**config.mk**
```make
export PLATFORM = sky130hd
export DESIGN_NAME = ccd_dmem_packer
export DESIGN_NICKNAME = d
export VERILOG_FILES = /design/src/rtl/ccd_pkg.sv /design/src/rtl/ccd_lane_buf.sv /design/src/rtl/ccd_dmem_packer.sv
export SDC_FILE = /design/constraint.sdc
export NUM_CORES = 1
export LEC_CHECK = 0
export BUFFER_PORTS_ARGS = -buffer_cell sky130_fd_sc_hd__buf_2
export CORE_ASPECT_RATIO = 0.9
export CORE_MARGIN = 10
export CORE_UTILIZATION = 50
export DETAILED_ROUTE_END_ITERATION = 10
export PLACE_DENSITY = 0.77
export SKIP_CTS_REPAIR_TIMING = 1
export SYNTH_ARGS = -nofsm -noshare
export SYNTH_HDL_FRONTEND = slang
export SYNTH_SLANG_ARGS = --single-unit
export TNS_END_PERCENT = 50
```
**constraint.sdc**
```tcl
create_clock -name clk -period 4.6 [get_ports clk]
set_clock_uncertainty 0.05 [all_clocks]
set_input_delay 1.15 -clock clk [delete_from_list [all_inputs] [get_ports clk]]
set_output_delay 1.15 -clock clk [all_outputs]
set_load 0.01 [all_outputs]
```
**src/rtl/ccd_pkg.sv**
```systemverilog
// Shared types and helpers for the capture-side dmem packer.
package ccd_pkg;

    localparam int LANES      = 16;
    localparam int LANE_W     = 16;
    localparam int WORD_W     = 256;
    localparam int DADDR_W    = 7;
    localparam int PIX_W      = 12;
    localparam int LANE_IDX_W = 4;

    typedef enum logic [1:0] {
        ST_IDLE    = 2'd0,
        ST_ARMED   = 2'd1,
        ST_CAPTURE = 2'd2,
        ST_DONE    = 2'd3
    } ccd_state_e;

    // Keep the top 8 bits of the grayscale sample, zero-extended into a lane.
    function automatic logic [LANE_W-1:0] pix_to_lane(input logic [PIX_W-1:0] pix);
        return {8'h00, pix[PIX_W-1 -: 8]};
    endfunction

endpackage

```
**src/rtl/ccd_lane_buf.sv**
```systemverilog
// 16 x 16-bit lane register; one lane written per cycle, clear zeroes every other lane.
module ccd_lane_buf
    import ccd_pkg::*;
(
    input  logic                  clk,
    input  logic                  rst,
    input  logic [LANE_IDX_W-1:0] lane_idx,
    input  logic                  wr_en,
    input  logic [LANE_W-1:0]     wr_lane,
    input  logic                  clr,
    output logic [WORD_W-1:0]     word
);

    logic [WORD_W-1:0] word_q;
    logic [WORD_W-1:0] word_d;

    // A write and a clear in the same cycle leave only the written lane populated.
    always_comb begin
        word_d = word_q;
        for (int i = 0; i < LANES; i++) begin
            if (wr_en && (lane_idx == LANE_IDX_W'(i))) begin
                word_d[i*LANE_W +: LANE_W] = wr_lane;
            end else if (clr) begin
                word_d[i*LANE_W +: LANE_W] = '0;
            end
        end
    end

    always_ff @(posedge clk) begin
        if (rst) begin
            word_q <= '0;
        end else begin
            word_q <= word_d;
        end
    end

    assign word = word_q;

endmodule

```
**src/rtl/ccd_dmem_packer.sv**
```systemverilog
// Packs one frame of 12-bit grayscale pixels, 16 per 256-bit word, into dmem port B,
// then holds done until the CPU drops enable.
module ccd_dmem_packer
    import ccd_pkg::*;
#(
    parameter int                  NUM_PIXELS = 784,
    parameter logic [DADDR_W-1:0]  BASE_ADDR  = 7'd0
) (
    input  logic                clk,
    input  logic                rst,
    input  logic                enable,
    output logic                done,
    output logic                busy,
    input  logic                pix_valid,
    input  logic                pix_sof,
    input  logic [PIX_W-1:0]    pix_data,
    output logic                dmem_wren,
    output logic [DADDR_W-1:0]  dmem_wraddr,
    output logic [WORD_W-1:0]   dmem_wrdata
);

    localparam int              CNT_W    = 12;
    localparam logic [CNT_W-1:0] LAST_PIX = CNT_W'(NUM_PIXELS - 1);

    ccd_state_e         state_q,    state_d;
    logic [CNT_W-1:0]   pix_cnt_q,  pix_cnt_d;
    logic [DADDR_W-1:0] addr_cnt_q, addr_cnt_d;
    logic               wren_q,     wren_d;
    logic [DADDR_W-1:0] wraddr_q,   wraddr_d;
    logic [WORD_W-1:0]  wrdata_q,   wrdata_d;
    logic               done_q,     done_d;
    logic               busy_q,     busy_d;

    logic [WORD_W-1:0]     lb_word;
    logic                  lb_wr;
    logic                  lb_clr;
    logic [LANE_IDX_W-1:0] lane_idx;
    logic [LANE_W-1:0]     new_lane;
    logic [WORD_W-1:0]     merged;
    logic [CNT_W-1:0]      eff_cnt;
    logic [DADDR_W-1:0]    eff_addr;
    logic                  fresh;
    logic                  accept;
    logic                  is_last;
    logic                  do_write;

    ccd_lane_buf u_lane_buf (
        .clk      (clk),
        .rst      (rst),
        .lane_idx (lane_idx),
        .wr_en    (lb_wr),
        .wr_lane  (new_lane),
        .clr      (lb_clr),
        .word     (lb_word)
    );

    // A SOF pixel (first in ARMED, or a restart in CAPTURE) is always pixel 0 of an empty word.
    always_comb begin
        fresh    = (state_q == ST_ARMED) || pix_sof;
        accept   = enable && pix_valid &&
                   (((state_q == ST_ARMED) && pix_sof) || (state_q == ST_CAPTURE));
        eff_cnt  = fresh ? '0 : pix_cnt_q;
        eff_addr = fresh ? BASE_ADDR : addr_cnt_q;
        lane_idx = eff_cnt[LANE_IDX_W-1:0];
        new_lane = pix_to_lane(pix_data);
        merged   = fresh ? '0 : lb_word;
        merged[lane_idx*LANE_W +: LANE_W] = new_lane;
        is_last  = (eff_cnt == LAST_PIX);
        do_write = accept && (is_last || (lane_idx == '1));
    end

    always_comb begin
        state_d    = state_q;
        pix_cnt_d  = pix_cnt_q;
        addr_cnt_d = addr_cnt_q;
        wren_d     = 1'b0;
        wraddr_d   = wraddr_q;
        wrdata_d   = wrdata_q;
        lb_wr      = 1'b0;
        lb_clr     = 1'b0;
        case (state_q)
            ST_IDLE: begin
                pix_cnt_d  = '0;
                addr_cnt_d = BASE_ADDR;
                lb_clr     = 1'b1;
                if (enable) state_d = ST_ARMED;
            end
            ST_ARMED, ST_CAPTURE: begin
                if (!enable) begin
                    state_d = ST_IDLE;
                end else if (accept) begin
                    pix_cnt_d = eff_cnt + CNT_W'(1);
                    state_d   = is_last ? ST_DONE : ST_CAPTURE;
                    if (do_write) begin
                        wren_d     = 1'b1;
                        wraddr_d   = eff_addr;
                        wrdata_d   = merged;
                        addr_cnt_d = eff_addr + DADDR_W'(1);
                        lb_clr     = 1'b1;
                    end else begin
                        addr_cnt_d = eff_addr;
                        lb_wr      = 1'b1;
                        lb_clr     = fresh;
                    end
                end
            end
            default: begin
                if (!enable) state_d = ST_IDLE;
            end
        endcase
        // busy covers the final write cycle and falls exactly as done rises.
        busy_d = (state_d == ST_ARMED) || (state_d == ST_CAPTURE) ||
                 ((state_d == ST_DONE) && (state_q != ST_DONE));
        done_d = (state_q == ST_DONE) && (state_d == ST_DONE);
    end

    always_ff @(posedge clk) begin
        if (rst) begin
            state_q    <= ST_IDLE;
            pix_cnt_q  <= '0;
            addr_cnt_q <= BASE_ADDR;
            wren_q     <= 1'b0;
            wraddr_q   <= BASE_ADDR;
            wrdata_q   <= '0;
            done_q     <= 1'b0;
            busy_q     <= 1'b0;
        end else begin
            state_q    <= state_d;
            pix_cnt_q  <= pix_cnt_d;
            addr_cnt_q <= addr_cnt_d;
            wren_q     <= wren_d;
            wraddr_q   <= wraddr_d;
            wrdata_q   <= wrdata_d;
            done_q     <= done_d;
            busy_q     <= busy_d;
        end
    end

    assign done        = done_q;
    assign busy        = busy_q;
    assign dmem_wren   = wren_q;
    assign dmem_wraddr = wraddr_q;
    assign dmem_wrdata = wrdata_q;

endmodule

```
==> results by group, run 1 <==
Worst setup path
  – Worst Path Required: 4.99 ns
  – Endpoint type of the worst setup path: flip-flop
  – Critical path origin: state_q[1]
  – FF-to-FF End: u_lane_buf.word[16]
  – CP max FO: 64
  – Startpoint Class: flip-flop
  – R2R depth: 13
  – Setup CP Type: flip-flop to flip-flop
  – R2r setup slk: 1.02 ns
  – Crit path DAT: 3.97 ns
  – R2R Path Start: state_q[1]

Die
  – # rows: 56
  – Die area: 33610 µm²
  – Chip Width: 192.1 µm
  – I/O Pins: 283
  – Die Height: 174.9 µm
  – Core box area: 26140 µm²
  – Initial Utilization: 0.5101

Timing
  – Crit share post-route: 0.7783
  – Minimum clock period: 3.580 ns
  – Fin. max-slew vios: 0
  – RSZ-0062 raised after global routing: no
  – Max Clock Freq: 0.2793 GHz
  – Setup tns final: 0 ns
  – Worst slew margin: 0.2446
  – Final WS setup: 1.020 ns
  – Worst slew pin tran: 1.128 ns
  – Count of final hold-check violations: 0
  – Final setup vio count: 0

Logic synthesis
  – Async SR Flop Fraction: 0
  – Post-synth top area cell: dfxtp_1
  – Post-synth EDFFs: 0
  – Dominant cells by area after synthesis: dfxtp_1 43%, nor2_1 8.2%, a31o_1 7.9%
  – FF+latch count, synth: 287
  – Post-Syn Instances: 1551
  – Syn avg cell area: 8.596 µm²
  – Post-synthesis sequential area ratio: 0.4309
  – Yosys cell types: 64
  – Ys flop type: dfxtp_1
  – Post-synth top area share: 0.4309
  – Post-Syn Area: 13330 µm²
  – YS warnings: 0

Clock network
  – Worst-Skew Late Latency: 0.56 ns
  – Htree depth: 1
  – CTS tree: built
  – CTS clock-pin slew for the worst setup and hold paths: 0.06 ns
  – Clock root buffer: clkbuf_16
  – Total CTS buffers: 28
  – Sink Count: 287
  – Clk buf depth: 3

Global route
  – GR Overflow Total: 0
  – Largest net degree at the start of global routing: 142
  – Vias in the first global route: 10829
  – Global-route wire length before repair: 60.23 mm
  – Tot GR Track Use: 0.2179
  – Initial antenna violation count: 1

Placement
  – Pre-CTS WS: 0.5611 ns
  – Routability congestion estimate: 0.8921
  – Port Buffers: 150
  – Hpwl dp: 26.50 mm

Detailed routing
  – Via/cell ratio: 5.926
  – WL per Instance: 20.00 µm
  – Via count: 11816
  – Initial DRC count: 1335
  – Final ANT Viol Nets: 0
  – Routed Wire Length: 39.87 mm
  – Drt drc: 0
  – DRT Pass-1 Iters: 6

Min path
  – Hold Path Cell Cnt: 2
  – Min-Delay Path Class: flip-flop to flip-flop
  – Hold path start: dmem_wraddr[6]
  – Min-Delay Endpoint: dmem_wraddr[6]

Pwr
  – Combinational Power Share: 0.051
  – Seq pwr share: 0.478
  – Net Sw Frac: 0.2321
  – Pint: 4001 µW
  – Leak: 0.005703 µW
  – Clock power frac: 0.471
  – Max VDD drop: 0.2669 mV
  – P per Cell Area: 353.1 nW/µm²
  – Psw: 1209 µW

Finish
  – Final Util: 0.5646
  – P&R area growth vs syn: 10.68%
  – Antenna diode count: 0
  – Layout cells sized above 1: 0.1549
  – Fillers: 2351
  – Fin nets: 1654

Run status
  – Outcome: complete, no violations

Flow run
  – Number of max-cap violations: 0
==> how the worst max path moves through the flow <==
stage,to,slack (ns),depth (start not counted)
floorplan,dmem_wrdata[192],0.18,13
global placement,u_lane_buf.word[2],0.64,11
detailed placement,dmem_wrdata[198],0.56,9
CTS,dmem_wrdata[199],1.05,9
global route,u_lane_buf.word[48],0.84,13
finish,u_lane_buf.word[16],1.02,13
==> routing by layer <==
| metal | GRT usage | wire length (µm) | vias to the layer above |
|---|---|---|---|
| met2 | 0.3382 | 17950 | 635 |
| met3 | 0.04837 | 4254 | 81 |
| met5 | 0 | 13 | - |
| met4 | 0.06811 | 1122 | 2 |
| met1 | 0.2943 | 16540 | 5578 |
| li1 | - | - | 5520 |
==> worst max-delay path: stages, from the launching register on <==
cell     delay (ns)
dfxtp_1        0.38
inv_1          0.09
ha_1           0.18
buf_4          0.19
or3b_1         0.39
buf_4          0.19
inv_1          0.10
ha_1           0.24
and3_1         0.32
nand4_1        0.22
a31oi_1        0.36
nor2_4         0.05
buf_4          0.35
a31o_1         0.31
==> stage by stage <==
stage | hold slack (ns) | cells | power [µW] | area, µm²
3_5_place_dp | 0.3948 | 1944 | 2796 | 13770
5_1_grt | 0.4172 | 1994 | 5352 | 14760
4_1_cts | 0.4060 | 1994 | 5219 | 14760
6_report | 0.4030 | 1994 | 5210 | 14760
3_3_place_gp | 0.3906 | 1944 | 2795 | 13770
2_1_floorplan | 0.3755 | 1678 | 2801 | 13810
==> synthesized netlist by cell type, drive strengths merged (4+ instances only) <==
cell and n:
nor2 290, dfxtp 287, buf 168, a31o 121, clkbuf 100, nor3 90, nand3 85, a311oi 78
nand2 66, a21oi 50, a221oi 32, o211ai 17, a2111oi 16, and2 14, ha 11, inv 11
nand4 11, o21ai 11, and3 10, nor4 8, a31oi 6, a211oi 5, or3 5, o31ai 4
or2 4, xnor2 4
==> sequential cells by signal, summed over array words and instances (netlist names) <==
signal           count
done                 1
u_lane_buf.word    128
pix_cnt_q           12
dmem_wren            1
state_q              2
dmem_wraddr          7
addr_cnt_q           7
dmem_wrdata        128
busy                 1
==> logic make-up after synthesis <==
group,after synthesis,synth area share
AO/OA/AOI/OAI,361,0.2240
XOR/XNOR,5,0.003848
adder cells (fa/ha/maj),13,0.01182
buffers and inverters,279,0.1190
flip-flops,287,0.4309
multiplexers,1,0.0008445
other,1,0.0002813
AND/OR/NAND/NOR,604,0.2093
==> layout by cell type, fill, tap and decap left out, types with 11 or more instances in the layout <==
master	netlist	routed
a31o_1	120	120
a221oi_1	32	32
dfxtp_1	287	287
nor3_1	87	87
inv_1	11	11
buf_2	20	149
clkbuf_16	0	28
nor2_1	290	288
ha_1	11	11
nand3_1	85	85
o211ai_1	17	17
nand2_1	66	66
conb_1	1	128
a21oi_1	50	50
a311oi_1	78	78
nand4_1	11	11
and2_1	14	14
buf_4	133	35
==> power groups by stage <==
stage / Combinational [µW] / Sequential (µW) / Clock [µW]
after floorplan: 257 / 2540 / 0
after global placement: 252 / 2540 / 0
after detailed placement: 253 / 2540 / 0
after CTS: 253 / 2490 / 2480
after global routing: 280 / 2490 / 2590
final: 267 / 2490 / 2460
==> final cells by class <==
type | instances | area [µm²] | area share
Sequential cell | 287 | 5746 | 0.3893
Timing Repair Buffer | 186 | 1049 | 0.07105
Multi-Input combinational cell | 1112 | 6504 | 0.4407
Clock buffer | 40 | 795.8 | 0.05393
Tap cell | 348 | 435.4 | 0.02951
Inverter | 11 | 41.29 | 0.002798
Clock inverter | 10 | 186.4 | 0.01263
Power figures use the tool's default switching activity.
==> run 2: changes to the inputs <==
--- a/config.mk
+++ b/config.mk
@@ -8,9 +8,9 @@
 export BUFFER_PORTS_ARGS = -buffer_cell sky130_fd_sc_hd__buf_2
 export CORE_ASPECT_RATIO = 0.9
 export CORE_MARGIN = 10
-export CORE_UTILIZATION = 50
+export CORE_UTILIZATION = 55
 export DETAILED_ROUTE_END_ITERATION = 10
-export PLACE_DENSITY = 0.77
+export PLACE_DENSITY = 0.8
 export SKIP_CTS_REPAIR_TIMING = 1
 export SYNTH_ARGS = -nofsm -noshare
 export SYNTH_HDL_FRONTEND = slang
==> constraint.sdc (replaced) <==
create_clock -name clk -period 3.3 [get_ports clk]
set_clock_uncertainty 0.05 [all_clocks]
set_input_delay 0.825 -clock clk [delete_from_list [all_inputs] [get_ports clk]]
set_output_delay 0.825 -clock clk [all_outputs]
set_load 0.01 [all_outputs]
==> run 2 against run 1 <==
Net effect:
- cell count is 1.9% higher
- clock power is 39% higher
- die area is 8.1% lower
- core utilization is 9.7 points higher
- maximum frequency is 13% higher
- setup slack worse by 0.90 ns
- design area is 5.8% higher
- critical path type unchanged
- largest power group unchanged
==> results by group, run 2 (synthesis results as in run 1) <==
Detailed routing
  – Via/cell ratio: 6.129 (+3.4%)
  – Final ANT Viol Nets: 0 (unchanged)
  – Via count: 12448 (+5.3%)
  – Drt drc: 0 (unchanged)
  – WL per Instance: 20.40 µm (+2.0%)
  – Initial DRC count: 1633 (+22%)
  – Routed Wire Length: 41.43 mm (+3.9%)
  – DRT Pass-1 Iters: 8 (+2)

Worst setup path
  – CP top delay family: compound AO/OA/AOI/OAI gates
  – CP dominant cell by count: buf_4
  – R2R Path Start: state_q[1]
  – Crit path DAT: 3.55 ns (-0.42 ns)
  – CP max FO: 11 (-83%)
  – Endpoint type of the worst setup path: flip-flop
  – Largest stage delay, worst path: 0.52 ns (+0.13 ns)
  – FF-to-FF End: dmem_wrdata[69]
  – Startpoint Class: flip-flop
  – Setup CP Type: flip-flop to flip-flop
  – Slowest cell on crit path: a2111o_4
  – Worst path cell trace: inv_1 -> ha_1 -> buf_4 -> nor2_4 -> nand2_4 -> ha_4 -> or2_1 -> a2111o_4 -> o31ai_4 -> buf_4 -> a21oi_1 -> a2111oi_1
  – R2R depth: 12 (-1)
  – R2r setup slk: 0.12 ns (-0.90 ns)
  – Worst Path Required: 3.67 ns (-1.32 ns)
  – WP buf/inv: 3 (-2)

Min path
  – Hold path start: dmem_wraddr[0]
  – Hold Path Cell Cnt: 2 (unchanged)
  – Min-Delay Endpoint: dmem_wraddr[0]
  – Min-Delay Path Class: flip-flop to flip-flop

Finish
  – P&R area growth vs syn: 17.09%
  – Antenna diode count: 0 (unchanged)
  – Commonest non-fill, non-tap cells in the layout: 287 x nor2_1, 287 x dfxtp_1, 150 x buf_2, 128 x conb_1, 120 x a31o_1
  – Fillers: 1924 (-18%)
  – Layout cells sized above 1: 0.2071 (+0.05214)
  – Fin nets: 1735 (+4.9%)

Global route
  – GR Overflow Total: 0 (unchanged)
  – Global-route wire length before repair: 63.96 mm (+6.2%)
  – Initial antenna violation count: 1 (unchanged)
  – Largest net degree at the start of global routing: 158 (+11%)
  – Tot GR Track Use: 0.2505 (+0.03258)
  – Vias in the first global route: 11709 (+8.1%)

Pwr
  – Final Power: 7282 µW (+40%)
  – Clock power frac: 0.468 (-0.003)
  – Net Sw Frac: 0.2360 (+0.003917)
  – Leak: 0.006216 µW (+9.0%)
  – P per Cell Area: 466.5 nW/µm² (+32%)
  – Psw: 1718 µW (+42%)
  – Max VDD drop: 0.3846 mV (+44%)
  – Combinational Power Share: 0.055 (+0.004)
  – Seq pwr share: 0.476 (-0.002)
  – Pint: 5564 µW (+39%)

Placement
  – Hpwl dp: 27.77 mm (+4.8%)
  – Routability congestion estimate: 0.9264 (+3.8%)
  – Port Buffers: 150 (unchanged)

Die
  – Core box area: 23610 µm² (-9.7%)
  – # rows: 53 (-5.4%)
  – Die area: 30880 µm² (-8.1%)
  – Die Height: 167.7 µm (-4.1%)
  – Initial Utilization: 0.5648 (+0.05462)
  – Chip Width: 184.1 µm (-4.2%)
  – I/O Pins: 283 (unchanged)

Run status
  – Outcome: complete, no violations

Timing
  – Final setup vio count: 0 (unchanged)
  – Count of final hold-check violations: 0 (unchanged)
  – Worst slew margin: 0.4063 (+0.1617)
  – Fin. max-slew vios: 0 (unchanged)
  – Minimum clock period: 3.176 ns (-0.4041 ns)
  – RSZ-0062 raised after global routing: no
  – Crit share post-route: 0.9625 (+0.1842)
  – Hold_ws: 0.4040 ns (+0.001019 ns)
  – Worst slew pin tran: 0.8884 ns (-0.2397 ns)
  – Max Clock Freq: 0.3148 GHz (+13%)

Flow run
  – Number of max-cap violations: 0 (unchanged)

Clock network
  – Htree depth: 1 (unchanged)
  – Clock root buffer: clkbuf_16
  – Sink Count: 287 (unchanged)
  – Total CTS buffers: 28 (unchanged)
  – CTS clock-pin slew for the worst setup and hold paths: 0.07 ns (about the same)
  – CTS tree: built
  – Worst-Skew Late Latency: 0.54 ns (-0.02 ns)
  – Clk buf depth: 3 (unchanged)
## run 2: worst max path at each step
stage	start	to	slack, ns	depth (start not counted)
6_report	state_q[1]	dmem_wrdata[69]	0.12	12
2_1_floorplan	pix_sof	dmem_wrdata[134]	-0.13	14
5_1_grt	state_q[1]	dmem_wrdata[69]	0.007	12
4_1_cts	state_q[1]	dmem_wrdata[113]	-0.02	12
3_5_place_dp	pix_sof	dmem_wrdata[113]	-0.30	11
3_3_place_gp	pix_sof	dmem_wrdata[145]	-0.17	12
## run 2: power groups by stage
stage               registers [µW]  logic [µW]  clock network (µW)
floorplan                     3550         370                   0
global placement              3550         373                   0
detailed placement            3550         377                   0
CTS                           3470         378                3430
global route                  3470         423                3570
finish                        3470         403                3410
## run 2: worst min-delay path: stages, from the launching register on
cell and delay [ns]:
dfxtp_1 0.30, nand2_1 0.05, a21oi_1 0.05
## run 2: layout make-up
type                    instances  area (µm²)  area share
inverters                      11       41.29    0.002645
repair buffers                267        1849      0.1185
well taps                     302       377.9     0.02420
flip-flops and latches        287        5746      0.3680
clock inverters                16       192.7     0.01234
clock buffers                  36       802.0     0.05137
multi-input cells            1112        6603      0.4229
## run 2: routing by layer
metal | up-vias | share of wire | global-route usage
li1 | 5691 | - | -
met1 | 5961 | 0.40 | 0.3266
met2 | 687 | 0.46 | 0.4029
met3 | 107 | 0.11 | 0.05322
met4 | 2 | 0.031 | 0.08188
met5 | - | 0.00031 | 0
## run 2: per-stage QoR
step | std cells | TNS (ns) | instance area [µm²] | setup WS [ns] | utilization
floorplan | 1678 | -2.739 | 13940 | -0.1344 | -
global placement | 1975 | -3.573 | 14530 | -0.1677 | 0.6155
detailed placement | 1975 | -15.60 | 14530 | -0.3048 | 0.6155
CTS | 2027 | -0.01651 | 15520 | -0.01651 | 0.6576
global route | 2031 | 0 | 15610 | 0.006855 | 0.6613
finish | 2031 | 0 | 15610 | 0.1238 | 0.6613
==> run 3: changes to the inputs <==
--- a/config.mk
+++ b/config.mk
@@ -10,6 +10,7 @@
 export CORE_MARGIN = 10
 export CORE_UTILIZATION = 55
 export DETAILED_ROUTE_END_ITERATION = 10
+export MAX_ROUTING_LAYER = met4
 export PLACE_DENSITY = 0.8
 export SKIP_CTS_REPAIR_TIMING = 1
 export SYNTH_ARGS = -nofsm -noshare
==> run 3 against run 2 <==
Net effect:
- non-clock buffer count shrank 1
- clock-buffer cell count grew 5
- via count grew 0.51%
- core utilization shrank 0.16 points
- sequential power is essentially flat
- die area is the same
- cell count is essentially flat
- sequential share of layout area grew 0.092 points
==> results by group, run 3 (synthesis results as in run 1) <==
Clock network
  – Clk buf depth: 3 (unchanged)
  – Sink Count: 287 (unchanged)
  – Htree depth: 1 (unchanged)
  – Total CTS buffers: 28 (unchanged)
  – CTS tree: built
  – Worst-Skew Late Latency: 0.54 ns (about the same)
  – CTS clock-pin slew for the worst setup and hold paths: 0.06 ns (about the same)
  – Clock root buffer: clkbuf_16

Timing
  – Worst slew pin tran: 0.8803 ns (-0.008173 ns)
  – Setup tns final: 0 ns (unchanged)
  – Count of final hold-check violations: 0 (unchanged)
  – Minimum clock period: 3.168 ns (-0.008515 ns)
  – Final WS setup: 0.1323 ns (+0.008515 ns)
  – RSZ-0062 raised after global routing: no
  – Worst slew margin: 0.4117 (+0.005462)
  – Crit share post-route: 0.9599 (-0.002580)
  – Fin. max-slew vios: 0 (unchanged)
  – Hold_ws: 0.4015 ns (-0.002458 ns)
  – Final setup vio count: 0 (unchanged)
  – Max Clock Freq: 0.3157 GHz (+0.27%)

Global route
  – Tot GR Track Use: 0.2594 (+0.008827)
  – Initial antenna violation count: 0 (-1)
  – Largest net degree at the start of global routing: 158 (unchanged)
  – GR Overflow Total: 0 (unchanged)
  – Vias in the first global route: 11745 (+0.31%)
  – Global-route wire length before repair: 64.02 mm (about the same)

Detailed routing
  – Drt drc: 0 (unchanged)
  – Final ANT Viol Nets: 0 (unchanged)
  – Via/cell ratio: 6.166 (+0.61%)
  – Via count: 12511 (+0.51%)
  – DRT Pass-1 Iters: 7 (-1)
  – Routed Wire Length: 41.43 mm (about the same)
  – Initial DRC count: 1470 (-10%)
  – WL per Instance: 20.42 µm (+0.10%)

Min path
  – Min-Delay Path Class: flip-flop to flip-flop
  – Hold path start: dmem_wraddr[6]

Pwr
  – Clock power frac: 0.468 (about the same)
  – P per Cell Area: 467.5 nW/µm² (+0.21%)
  – Leak: 0.006197 µW (-0.31%)
  – Seq pwr share: 0.476 (about the same)
  – Final Power: 7279 µW (about the same)
  – Max VDD drop: 0.3915 mV (+1.8%)
  – Psw: 1688 µW (-1.8%)
  – Combinational Power Share: 0.055 (about the same)
  – Net Sw Frac: 0.2319 (-0.004054)
  – Pint: 5591 µW (+0.49%)

Die
  – Initial Utilization: 0.5648 (unchanged)
  – Die Height: 167.7 µm (unchanged)
  – # rows: 53 (unchanged)
  – Core box area: 23610 µm² (unchanged)
  – Die area: 30880 µm² (unchanged)
  – I/O Pins: 283 (unchanged)
  – Chip Width: 184.1 µm (unchanged)

Flow run
  – Number of max-cap violations: 0 (unchanged)

Placement
  – Port Buffers: 150 (unchanged)
  – Routability congestion estimate: 0.9465 (+2.2%)
  – Pre-CTS WS: -0.2165 ns (+0.08833 ns)
  – Hpwl dp: 27.77 mm (about the same)

Run status
  – Outcome: complete, no violations

Finish
  – Fin nets: 1734 (-0.058%)
  – P&R area growth vs syn: 16.80%
  – Antenna diode count: 0 (unchanged)
  – Commonest non-fill, non-tap cells in the layout: 287 x nor2_1, 287 x dfxtp_1, 149 x buf_2, 128 x conb_1, 120 x a31o_1
  – Final Util: 0.6596 (-0.001643)
  – Layout cells sized above 1: 0.2021 (-0.004972)

Worst setup path
  – Crit path DAT: 3.56 ns (about the same)
  – Critical path origin: state_q[1]
  – Setup CP Type: flip-flop to flip-flop
  – R2R Path Start: state_q[1]
  – Worst Path Required: 3.69 ns (+0.02 ns)
  – Startpoint Class: flip-flop
  – Endpoint type of the worst setup path: flip-flop
  – CP max FO: 6 (-5)
-- run 3: critical path, cell delays in order, from the launching register on --
cell	delay, ns
dfxtp_1	0.37
inv_1	0.10
ha_1	0.20
or3b_4	0.42
ha_4	0.25
or2_1	0.25
a2111o_4	0.52
o41ai_4	0.40
buf_4	0.20
a21oi_1	0.07
a2111oi_2	0.23
-- run 3: per-layer routing --
layer | global-route usage | vias up | part of all wire
met3 | 0.05409 | 144 | 0.10
met4 | 0.1064 | 0 | 0.039
met5 | - | - | 0
met1 | 0.3239 | 5982 | 0.40
met2 | 0.4007 | 688 | 0.45
li1 | - | 5697 | -
-- run 3: layout make-up --
cell class	instances	area (µm²)
Fill cell	1909	8035
Multi-Input combinational cell	1112	6565
Inverter	11	41.29
Timing Repair Buffer	266	1837
Sequential cell	287	5746
Tap cell	302	377.9
Clock inverter	10	135.1
Clock buffer	41	870.8
-- run 3: path summary, 6_finish.rpt --
path | slack (ns) | to | cells after the start
setup / recovery | 0.13 | dmem_wrdata[196] | 10
hold / removal | 0.40 | dmem_wraddr[6] | 2
setup reg to reg | 0.13 | dmem_wrdata[196] | 10
hold reg to reg | 0.40 | dmem_wraddr[6] | 2
-- run 3: through the flow --
step / std cells / instance area, µm²
floorplan: 1678 / 13940
finish: 2029 / 15570
CTS: 2026 / 15540
global placement: 1975 / 14530
global route: 2029 / 15570
detailed placement: 1975 / 14530
-- run 3: power by group through the flow --
stage	Clock, µW	Sequential (µW)	Combinational (µW)
final	3410	3470	401
after global routing	3570	3470	423
after CTS	3440	3470	378
after detailed placement	0	3550	376
after global placement	0	3550	372
after floorplan	0	3550	370
